**src/rtl/vga_pkg.sv**
```systemverilog
// ---------------------------------------------------------------------------
// vga_pkg
// Shared definitions for the VGA framebuffer path.
//   - default active resolution (H_RES_DEF x V_RES_DEF)
//   - coordinate width used by the vga timing generator (COORD_W)
//   - scan-out latency in clock cycles (SCAN_LAT), from draw/x/y to pix_*
//   - arbiter FSM state encoding (arb_state_e)
//   - per-pixel tag carried alongside an in-flight scan access (scan_tag_t)
// ---------------------------------------------------------------------------
package vga_pkg;

    localparam int H_RES_DEF = 640;
    localparam int V_RES_DEF = 480;
    localparam int COORD_W   = 10;

    // draw/x/y in cycle N -> pix_data/pix_valid in cycle N+SCAN_LAT.
    // One cycle to register the RAM request, one for the RAM read,
    // one for the output register.
    localparam int SCAN_LAT  = 3;

    typedef enum logic [1:0] {
        S_IDLE  = 2'd0,
        S_READ  = 2'd1,
        S_WRITE = 2'd2,
        S_HOLD  = 2'd3
    } arb_state_e;

    // What the output stage must do with the slot that belongs to a pixel:
    //   active : pixel is inside active video (drives pix_valid)
    //   rd     : a RAM read was issued, take mem_rdata
    //   reuse  : no read issued, return the held pixel
    // active with neither rd nor reuse means out-of-range -> black pixel.
    typedef struct packed {
        logic active;
        logic rd;
        logic reuse;
    } scan_tag_t;

endpackage

```
**src/rtl/vga_fb_addr.sv**
```systemverilog
// ---------------------------------------------------------------------------
// vga_fb_addr
// Converts the scan position (x, y) into a linear framebuffer address:
//     addr = (y >> SCALE) * (H_RES >> SCALE) + (x >> SCALE)
// evaluated at full ADDR_W width, plus a flag telling whether (x, y) lies
// inside the H_RES x V_RES active area. The result is combinational so the
// arbiter can compare it against the last read address in the same cycle;
// the arbiter registers it into mem_addr.
//
// Ports
//   x, y      in   COORD_W  scan position from the vga timing generator
//   addr      out  ADDR_W   framebuffer word address
//   in_range  out  1        x < H_RES and y < V_RES
// ---------------------------------------------------------------------------
module vga_fb_addr
    import vga_pkg::*;
#(
    parameter int H_RES  = H_RES_DEF,
    parameter int V_RES  = V_RES_DEF,
    parameter int SCALE  = 1,
    parameter int ADDR_W = 17
) (
    input  logic [COORD_W-1:0] x,
    input  logic [COORD_W-1:0] y,
    output logic [ADDR_W-1:0]  addr,
    output logic               in_range
);

    // One extra bit so a limit of 1024 is still representable.
    localparam int                CW1   = COORD_W + 1;
    localparam logic [CW1-1:0]    X_LIM = CW1'(H_RES);
    localparam logic [CW1-1:0]    Y_LIM = CW1'(V_RES);
    localparam int                FB_W  = H_RES >> SCALE;

    logic [COORD_W-1:0] x_fb;
    logic [COORD_W-1:0] y_fb;

    assign x_fb = x >> SCALE;
    assign y_fb = y >> SCALE;

    // Both operands are widened to ADDR_W before the multiply so the
    // product is never truncated to the coordinate width.
    assign addr     = ADDR_W'(y_fb) * ADDR_W'(FB_W) + ADDR_W'(x_fb);
    assign in_range = ({1'b0, x} < X_LIM) && ({1'b0, y} < Y_LIM);

endmodule

```
**src/rtl/vga_fb_arbiter.sv**
```systemverilog
// ---------------------------------------------------------------------------
// vga_fb_arbiter
// Owns the single port of a synchronous framebuffer RAM and shares it
// between the scan-out reader (driven by the vga timing generator) and a
// pixel-write client. Scan reads always win; a write is granted only in a
// cycle where the scanner does not need the RAM, and never in two
// consecutive cycles.
//
// Optional feature, macro VGA_ARB_REUSE_EN:
//   with SCALE > 0 neighbouring pixels map to the same framebuffer word.
//   The last read address is remembered and a repeated address is served
//   from a held copy of the pixel, freeing the RAM slot for the writer.
//   The held copy is invalidated when draw drops, on reset and whenever
//   the client writes that address. Without the macro every in-range draw
//   cycle issues a RAM read.
//
// Ports
//   clk        in   1       pixel clock (same as vga)
//   rst        in   1       asynchronous reset, active low
//   draw       in   1       active-video flag from vga
//   x, y       in   10      scan position from vga
//   wr_req     in   1       write request, held until wr_ack
//   wr_addr    in   ADDR_W  write address
//   wr_data    in   PIX_W   write data
//   wr_ack     out  1       one-cycle pulse, coincides with mem_we
//   mem_en     out  1       RAM enable
//   mem_we     out  1       RAM write enable
//   mem_addr   out  ADDR_W  RAM address
//   mem_wdata  out  PIX_W   RAM write data
//   mem_rdata  in   PIX_W   RAM read data, one cycle after mem_en
//   pix_data   out  PIX_W   scan-out pixel, SCAN_LAT cycles after draw/x/y
//   pix_valid  out  1       pix_data belongs to an active-video pixel
// ---------------------------------------------------------------------------
module vga_fb_arbiter
    import vga_pkg::*;
#(
    parameter int H_RES  = H_RES_DEF,
    parameter int V_RES  = V_RES_DEF,
    parameter int SCALE  = 1,
    parameter int PIX_W  = 8,
    parameter int ADDR_W = 17
) (
    input  logic               clk,
    input  logic               rst,
    input  logic               draw,
    input  logic [COORD_W-1:0] x,
    input  logic [COORD_W-1:0] y,
    input  logic               wr_req,
    input  logic [ADDR_W-1:0]  wr_addr,
    input  logic [PIX_W-1:0]   wr_data,
    output logic               wr_ack,
    output logic               mem_en,
    output logic               mem_we,
    output logic [ADDR_W-1:0]  mem_addr,
    output logic [PIX_W-1:0]   mem_wdata,
    input  logic [PIX_W-1:0]   mem_rdata,
    output logic [PIX_W-1:0]   pix_data,
    output logic               pix_valid
);

    // Tag stages between the request cycle and the output register.
    localparam int TAG_STAGES = SCAN_LAT - 1;

    // ------------------------------------------------------------------
    // Scan address
    // ------------------------------------------------------------------
    logic [ADDR_W-1:0] scan_addr;
    logic              scan_in_range;

    vga_fb_addr #(
        .H_RES  (H_RES),
        .V_RES  (V_RES),
        .SCALE  (SCALE),
        .ADDR_W (ADDR_W)
    ) u_fb_addr (
        .x        (x),
        .y        (y),
        .addr     (scan_addr),
        .in_range (scan_in_range)
    );

    // ------------------------------------------------------------------
    // Read decision
    // ------------------------------------------------------------------
    logic            need_read;
    logic            scan_rd;
    logic            reuse_hit;
    logic            wr_grant;
    logic [PIX_W-1:0] held_pix;
    arb_state_e      state_q;
    arb_state_e      state_d;
    scan_tag_t       tag_q [TAG_STAGES];
    scan_tag_t       tag_d;
    scan_tag_t       tag_last;

    assign tag_last = tag_q[TAG_STAGES-1];

`ifdef VGA_ARB_REUSE_EN
    logic [ADDR_W-1:0] last_addr_q;
    logic              last_valid_q;
    logic [PIX_W-1:0]  held_pix_q;

    always_comb begin
        need_read = 1'b1;
        if ((SCALE > 0) && last_valid_q && (scan_addr == last_addr_q)) begin
            need_read = 1'b0;
        end
    end

    // Last-read tracking. A write granted this cycle to the held address
    // executes next cycle, so clearing the flag now forces the next pixel
    // at that address to be fetched after the write has landed.
    always_ff @(posedge clk or negedge rst) begin
        if (!rst) begin
            last_addr_q  <= '0;
            last_valid_q <= 1'b0;
            held_pix_q   <= '0;
        end else begin
            if (!draw) begin
                last_valid_q <= 1'b0;
            end else if (scan_rd) begin
                last_addr_q  <= scan_addr;
                last_valid_q <= 1'b1;
            end else if (wr_grant && (wr_addr == last_addr_q)) begin
                last_valid_q <= 1'b0;
            end

            if (tag_last.rd) begin
                held_pix_q <= mem_rdata;
            end
        end
    end

    assign held_pix = held_pix_q;
`else
    assign need_read = 1'b1;
    assign held_pix  = '0;
`endif

    // Out-of-range draw cycles never touch the RAM.
    assign scan_rd   = draw & scan_in_range & need_read;
    assign reuse_hit = draw & scan_in_range & ~need_read;

    // ------------------------------------------------------------------
    // Arbitration FSM
    // ------------------------------------------------------------------
    // A read that lands right after a write goes through S_HOLD instead of
    // S_READ; both issue a read, the distinction only records that the
    // cycle after a write was taken by the scanner.
    always_comb begin
        state_d = S_IDLE;
        if (scan_rd) begin
            state_d = (state_q == S_WRITE) ? S_HOLD : S_READ;
        end else if (wr_req && (state_q != S_WRITE)) begin
            // Blocking a grant while in S_WRITE ignores wr_req during the
            // ack cycle, so one request yields one write at most every
            // other cycle.
            state_d = S_WRITE;
        end
    end

    assign wr_grant = (state_d == S_WRITE);

    always_ff @(posedge clk or negedge rst) begin
        if (!rst) begin
            state_q <= S_IDLE;
        end else begin
            state_q <= state_d;
        end
    end

    // ------------------------------------------------------------------
    // RAM-side output registers
    // ------------------------------------------------------------------
    logic               mem_en_q;
    logic               mem_we_q;
    logic               wr_ack_q;
    logic [ADDR_W-1:0]  mem_addr_q;
    logic [PIX_W-1:0]   mem_wdata_q;

    always_ff @(posedge clk or negedge rst) begin
        if (!rst) begin
            mem_en_q    <= 1'b0;
            mem_we_q    <= 1'b0;
            wr_ack_q    <= 1'b0;
            mem_addr_q  <= '0;
            mem_wdata_q <= '0;
        end else begin
            mem_en_q <= (state_d != S_IDLE);
            mem_we_q <= wr_grant;
            wr_ack_q <= wr_grant;
            if (wr_grant) begin
                mem_addr_q  <= wr_addr;
                mem_wdata_q <= wr_data;
            end else if (scan_rd) begin
                mem_addr_q  <= scan_addr;
            end
        end
    end

    assign mem_en    = mem_en_q;
    assign mem_we    = mem_we_q;
    assign wr_ack    = wr_ack_q;
    assign mem_addr  = mem_addr_q;
    assign mem_wdata = mem_wdata_q;

    // ------------------------------------------------------------------
    // Scan tag pipeline: follows each pixel until its data is available
    // ------------------------------------------------------------------
    assign tag_d = '{active: draw, rd: scan_rd, reuse: reuse_hit};

    generate
        for (genvar gi = 0; gi < TAG_STAGES; gi++) begin : g_tag
            if (gi == 0) begin : g_first
                always_ff @(posedge clk or negedge rst) begin
                    if (!rst) begin
                        tag_q[gi] <= '0;
                    end else begin
                        tag_q[gi] <= tag_d;
                    end
                end
            end else begin : g_next
                always_ff @(posedge clk or negedge rst) begin
                    if (!rst) begin
                        tag_q[gi] <= '0;
                    end else begin
                        tag_q[gi] <= tag_q[gi-1];
                    end
                end
            end
        end
    endgenerate

    // ------------------------------------------------------------------
    // Pixel output register
    // ------------------------------------------------------------------
    logic [PIX_W-1:0] pix_data_d;
    logic [PIX_W-1:0] pix_data_q;
    logic             pix_valid_q;

    // rd and reuse are only ever set together with active, so blanking and
    // out-of-range pixels both fall through to black.
    always_comb begin
        pix_data_d = '0;
        if (tag_last.rd) begin
            pix_data_d = mem_rdata;
        end else if (tag_last.reuse) begin
            pix_data_d = held_pix;
        end
    end

    always_ff @(posedge clk or negedge rst) begin
        if (!rst) begin
            pix_data_q  <= '0;
            pix_valid_q <= 1'b0;
        end else begin
            pix_data_q  <= pix_data_d;
            pix_valid_q <= tag_last.active;
        end
    end

    assign pix_data  = pix_data_q;
    assign pix_valid = pix_valid_q;

endmodule

```
**config.mk**
```make
export PLATFORM = sky130hd
export DESIGN_NAME = vga_fb_arbiter
export DESIGN_NICKNAME = d
export VERILOG_FILES = /design/src/rtl/vga_pkg.sv /design/src/rtl/vga_fb_addr.sv /design/src/rtl/vga_fb_arbiter.sv
export SDC_FILE = /design/constraint.sdc
export NUM_CORES = 1
export LEC_CHECK = 0
export BUFFER_PORTS_ARGS = -buffer_cell sky130_fd_sc_hd__buf_2
export CORE_AREA = 2 2 71 73
export DETAILED_ROUTE_END_ITERATION = 8
export DIE_AREA = 0 0 73 75
export PLACE_DENSITY = 0.87
export SLEW_MARGIN = 20
export SYNTH_ARGS = -nofsm -noshare
export SYNTH_HDL_FRONTEND = slang
export SYNTH_SLANG_ARGS = --single-unit
```
**constraint.sdc**
```tcl
create_clock -name clk -period 1.8 [get_ports clk]
set_input_delay 0.45 -clock clk [delete_from_list [all_inputs] [get_ports clk]]
set_output_delay 0.45 -clock clk [all_outputs]
set_load 0.02 [all_outputs]
```
-- Word level (Yosys, flattened, before mapping)
Cells that the tools add are included.
- register bits after elaboration: 42
- bits in latches: 0
- memory bits (writable): 0
- bits in read-only memories: 0
- bits of input ports: 57
- output and inout bits: 37
- logic and storage cells: 29
- memories kept: 0
- add/subtract/negate cells: 1
- multipliers: 1
- div/mod/pow operators: 0
- order comparisons: 2
- eq/ne operators: 3
- shift-type cells: 0
- muxes and demuxes: 6
- bitwise logic cells: 1
- reductions and logical operators: 4
- operators with widths (cell ; number):
    17-bit 2-to-1 mux ; 2
    17-bit by 9-bit adder with 17-bit output ; 1
    9-bit by 3-bit multiplier with 11-bit output, second input constant ; 1
    10-bit < comparator, second input constant ; 1
    10-bit by 9-bit < comparator with 1-bit output, second input constant ; 1
    8-bit 2-to-1 mux ; 1
    2-bit 2-to-1 mux ; 3
    2-bit equality test, second input constant ; 2
    2-bit nonzero test ; 2
    1-bit logical AND ; 2
    2-bit != test, second input constant ; 1
    1-bit bitwise AND ; 1

-- Longest topological paths before layout
- depth after elaboration: 6
- gate-level depth with buffers: 9
- gate-level depth less buffers: 9

-- Modules after synthesis
From an unflattened synthesis, not the netlist that was laid out.
- cell total of the unflattened synthesis: 183
- area total of the unflattened synthesis: 2220.9 um^2
- modules (own cells, without submodules) (module ; times used ; cells each ; area an instance (um^2) ; sequential area each (um^2)):
    vga_fb_arbiter ; 1 ; 104 ; 1566.5 ; 1026.0
    vga_fb_addr ; 1 ; 79 ; 654.4 ; 0.0

-- Least setup slack after synthesis
Ideal clock, no wire load.
- kind: in2reg
- start: input port y[2]
- end: register mem_addr_q[16], in the netlist mem_addr[16]
- library setup time: 0.131 ns
- arrival time: 2.372 ns
- data required time: 1.669 ns
- setup slack: -0.703 ns
- cell stages on the path: 9
- path buffers: 0
- path through: ha_1 ha_1 fa_1 a211oi_1 nor2_1 nor3_1 nand4_1 xor2_1 o21ai_1
- word-level cells in the longest chain between the ends: 6
- elaborated cells on any way between the ends: 10
- classes of those cells: add/sub: 1; mul: 1; order compare: 1; eq/ne: 1; mux: 3; bitwise: 1; reduce/logical: 2
- RTL lines (item ; line ; source):
    start: declaration ; vga_fb_arbiter.sv:47 ; input logic [COORD_W-1:0] y,
    parallel branches: the longest is 6 deep, another holds 17-bit by 9-bit adder with 17-bit output ; - ;
    end signal: assignment ; vga_fb_arbiter.sv:193 ; mem_addr_q <= wr_addr;
    end signal: assignment ; vga_fb_arbiter.sv:196 ; mem_addr_q <= scan_addr;
    end: declaration ; vga_fb_arbiter.sv:178 ; logic [ADDR_W-1:0] mem_addr_q;
Several ways; the timed one is not identified. The select of a mux whose other input is x is not followed.
A chain may end at the register's enable or synchronous reset.

-- Final worst setup path
- start: input port y[4]
- end: register mem_addr_q[16], in the netlist mem_addr[16]
The elaborated chain is that of the path after synthesis.

==> implementation parameters <==
Parameter                              Value

Clock tree
  H-tree levels ... 2
  Total number of clock tree sinks ... 41
  Clock tree from TritonCTS ... yes
  Hold-fix buffers, CTS ... 0
  Clock latency reported for the late side of the worst-skew pair ... 0.28 ns
  Clock-pin slew on the worst setup and hold paths ... around 0.07 ns
  Clock tree root buffer cell ... sky130_fd_sc_hd__clkbuf_8
  Max Buffers Root-to-Sink ... 2
  Number of buffers created by CTS ... 5

Critical path
  Arrival @ worst endpoint ... 2.39 ns
  Critical-path maximum fanout ... 3
  Biggest cell delay along the critical path ... 0.37 ns
  Launching element type of the critical path ... input pin
  Category of the worst setup path capture point ... flip-flop
  Worst setup endpoint ... mem_addr[16]$_DFFE_PN0P_
  Critical Path, Cell by Cell ... buf_8, ha_4, ha_4, fa_2, xor2_2, buf_4, o2111ai_4, nor3_2, nand4_1, xor2_1, o21ai_1
  CP delay by family, top ... adder cells
  Total number of cells along the worst setup path ... 11
  Flop-to-flop setup slack ... between 0.3 and 0.4 ns
  Start of the worst register-to-register path ... state_q[0]$_DFF_PN0_
  Most common cell type on the critical path ... sky130_fd_sc_hd__ha_4
  Critical Path RT ... 2.02 ns
  Critical-path top delay cell ... sky130_fd_sc_hd__fa_2
  CP startpoint ... y[4]
  Count of buffering cells on the critical path with inverters included ... 2
  Critical path class ... in -> reg
  R2r worst-path depth ... 6
  FF-to-FF End ... mem_addr[7]$_DFFE_PN0P_

Power
  Static leakage ... 1.701 nW
  Maximum resistive drop on vdd ... 0.4799 mV
  Switching power as a share of total power ... 32.20%
  Combinational power share ... 37.9%
  Power dissipated by switching net loads ... 962.0 uW
  Internal power summed over all cells ... 2.026 mW
  Ratio of total power to cell area ... 900.8 mW/mm2
  Clock power share ... 25.0%
  Sequential Power Share ... between 30% and 40%

STA
  Slew margin rel. ... 66.50%
  Worst path setup slack after routing ... -0.3737 ns
  Setup Viol. Count Final ... 6
  Final number of max-transition violations ... 0
  Post-route clock period utilization ... 120.8%
  Transition time at the pin with the least slew margin ... just over 0.5 ns
  Fmax ... 460.0 MHz
  Fin. Hold Viols ... 0
  Setup repair after global routing missed its margin ... yes
  Final Skew ... 0.003097 ns
  Fin crit period ... 2.174 ns

Synthesis
  Synth Area in Compound Gates ... between 10% and 20%
  Post-synthesis adder-cell area fraction ... 11.49%
  Cell type with the highest aggregate area in the netlist ... sky130_fd_sc_hd__dfrtp_1
  Share of cell area taken by muxes after synthesis ... 7.964%
  Portion of synthesized cell area occupied by the leading cell type ... 46.64%
  Async set-reset flop share out of synthesis ... 100.0%
  Synth Register Bits ... 41
  Unique cell type count in the Yosys netlist ... 42
  Top_reg_cell synth ... sky130_fd_sc_hd__dfrtp_1
  Seq/Total Area, Yosys ... between 40 and 50%
  Post-synthesis simple-gate area fraction ... 17.24%
  Mapped cell area ... 0.002200 mm2
  Number of enable flip-flop cells after synthesis ... 0
  Largest family of logic cells by synthesized area ... simple AND/OR/NAND/NOR gates
  Warnings from Yosys ... 0
  Share of the synthesized netlist area taken by xor and xnor gates ... 3.982%
  Number of nets in the synthesized netlist ... between 200 and 300
  Largest cells by area after synthesis ... sky130_fd_sc_hd__dfrtp_1 (47%), sky130_fd_sc_hd__ha_1 (9.7%), sky130_fd_sc_hd__nand2_1 (6.1%)
  Mean instance size in the synthesized netlist ... 10.18 um2
  Post-Syn Instances ... ~220

Drt
  Vias after detailed routing ... a little over 2000
  Number of routed nets with antenna violations ... 0
  DRC viols ... 0
  Total wirelength of the detailed-routed design ... 5524 um
  DR iter-0 viols ... 74
  DRT Pass-1 Iters ... 4
  WL per Instance ... 13.91 um
  Via-per-instance ratio ... 5.176

Worst hold path
  Min-delay worst type ... in -> async

Finish
  Share of final-layout standard cells stronger than drive strength 1 ... 48.10%
  Post-layout net count ... ~420
  Most common library cell in the layout ignoring fill and taps ... sky130_fd_sc_hd__buf_2
  Leading cell types in the layout, fill and taps excluded ... sky130_fd_sc_hd__buf_2 (88), sky130_fd_sc_hd__dfrtp_1 (41), sky130_fd_sc_hd__nand2_1 (35)
  Antenna diodes ... 0
  Finished Cell Area ... ~0.0033 mm2
  Post-synthesis to final-layout area growth ... 50.80%

Placed design
  Final HPWL from detailed placement ... 4113 um
  Cell area reported after detailed placement ... between 0.002 and 0.003 mm2
  Number of buffer cells added on primary ports ... 91
  Setup slack at placement ... -0.6904 ns
  Last weighted congestion value of the routability-driven placer ... between 0.8 and 0.9

Status
  Status ... finished with violations
  Violated checks ... negative setup slack

Floorplan
  Effective utilization at floorplan ... 47.19%
  Die Outline Area ... approximately 0.0055 mm2
  Total I/O pin count ... between 90 and 100
  Total core area ... 0.004661 mm2
  Floorplan die width ... 73 um
  Number of placement rows ... 25
  Die Ht ... between 70 and 80 um

Global route
  Pin count of the biggest net entering global routing ... between 40 and 50
  Total congestion overflow ... 0
  Global router's overall resource usage ... 20.18%
  Initial antenna violation count ... 0
  Wire length of the first global-routing pass ... 8528 um
  Number of global-route vias before repair ... 1990

Run
  Number of maximum-capacitance constraint violations ... 0
==> registers in the layout, summed over array words and instances, names as in the netlist <==
name / flops
tag_q: 1
mem_en: 1
state_q: 2
mem_addr: 17
pix_data: 8
pix_valid: 1
mem_wdata: 8
tag_last: 2
wr_ack: 1
==> worst register-to-register path, cell delays in order, from the launching register on <==
cell and delay (ns):
sky130_fd_sc_hd__dfrtp_1 0.38, sky130_fd_sc_hd__nand2b_1 0.17, sky130_fd_sc_hd__nand2_1 0.11, sky130_fd_sc_hd__buf_4 0.23, sky130_fd_sc_hd__mux2_2 0.36, sky130_fd_sc_hd__nand2_1 0.07
sky130_fd_sc_hd__o21ai_0 0.07
==> layer usage <==
layer	track usage (%)	share of wire (%)	up-vias
li1	-	-	995
met1	21.75	37	968
met2	38.34	55	86
met3	5.221	6.1	6
met4	6.584	1.0	0
met5	0	0	-
==> metrics by stage <==
stage | TNS [ns] | hold WS [ns] | power, mW | cells | util [%]
CTS | -1.538 | 0.2224 | 2.928 | 394 | 69.10
detailed placement | -3.924 | 0.3389 | 2.116 | 385 | 63.87
floorplan | -1.859 | 0.1544 | 1.712 | 216 | -
global route | -2.187 | 0.2463 | 3.157 | 397 | 71.17
finish | -1.778 | 0.2117 | 2.988 | 397 | 71.17
global placement | -3.561 | 0.3356 | 2.081 | 385 | 63.87
==> cell type report <==
type | count | area (um2)
Clock inverter | 2 | 37.54
Clock buffer | 6 | 82.58
Tap cell | 54 | 67.56
Timing Repair Buffer | 124 | 729.5
Fill cell | 358 | 1344
Sequential cell | 41 | 1026
Inverter | 7 | 26.28
Multi-Input combinational cell | 163 | 1348
==> cells in the mapped netlist (2+ instances only) <==
cell	count
sky130_fd_sc_hd__dfrtp_1	41
sky130_fd_sc_hd__nand2_1	36
sky130_fd_sc_hd__nor2_1	21
sky130_fd_sc_hd__ha_1	17
sky130_fd_sc_hd__mux2i_1	13
sky130_fd_sc_hd__a21oi_1	11
sky130_fd_sc_hd__o21ai_0	10
sky130_fd_sc_hd__and2_1	8
sky130_fd_sc_hd__xor2_1	6
sky130_fd_sc_hd__inv_1	5
sky130_fd_sc_hd__mux2_2	4
sky130_fd_sc_hd__xnor2_1	4
sky130_fd_sc_hd__nand3_1	3
sky130_fd_sc_hd__o21ai_1	3
sky130_fd_sc_hd__a211oi_1	2
sky130_fd_sc_hd__clkbuf_1	2
sky130_fd_sc_hd__clkinv_1	2
sky130_fd_sc_hd__fa_1	2
sky130_fd_sc_hd__nand4_1	2
sky130_fd_sc_hd__o21ba_2	2
==> how the worst min path moves through the flow <==
stage | slack (ns) | from | cells past startpoint | end
floorplan | 0.15 | rst | 0 | mem_addr[0]$_DFFE_PN0P_
global placement | 0.34 | tag_q[5]$_DFF_PN0_ | 0 | tag_last[2]$_DFF_PN0_
detailed placement | 0.34 | tag_q[5]$_DFF_PN0_ | 0 | tag_last[2]$_DFF_PN0_
CTS | 0.22 | rst | 2 | mem_wdata[7]$_DFFE_PN0P_
global route | 0.25 | rst | 2 | mem_addr[5]$_DFFE_PN0P_
finish | 0.21 | rst | 2 | mem_wdata[7]$_DFFE_PN0P_
==> power groups by stage <==
stage	registers (mW)	clock network, mW	logic [mW]
after floorplan	1.28	0	0.428
after global placement	1.12	0	0.960
after detailed placement	1.13	0	0.988
after CTS	1.11	0.769	1.05
after global routing	1.12	0.809	1.22
final	1.11	0.747	1.13
==> cell families (layout without fill, tap and decap cells) <==
family / Yosys count / in the layout
and+or+nand+nor: 81 / 81
DFF: 41 / 41
AOI/OAI and AO/OA: 36 / 36
adders and majority gates: 19 / 19
muxes: 17 / 17
buffers and inverters: 12 / 139
xor gates and xnor gates: 10 / 10
==> repair_timing <==
action                     4_1_cts  5_1_grt
resized for setup               17       15
setup buffers                    1        3
pin swaps                        8        8
setup endpoints to repair        6        6
Power figures use the tool's default switching activity.
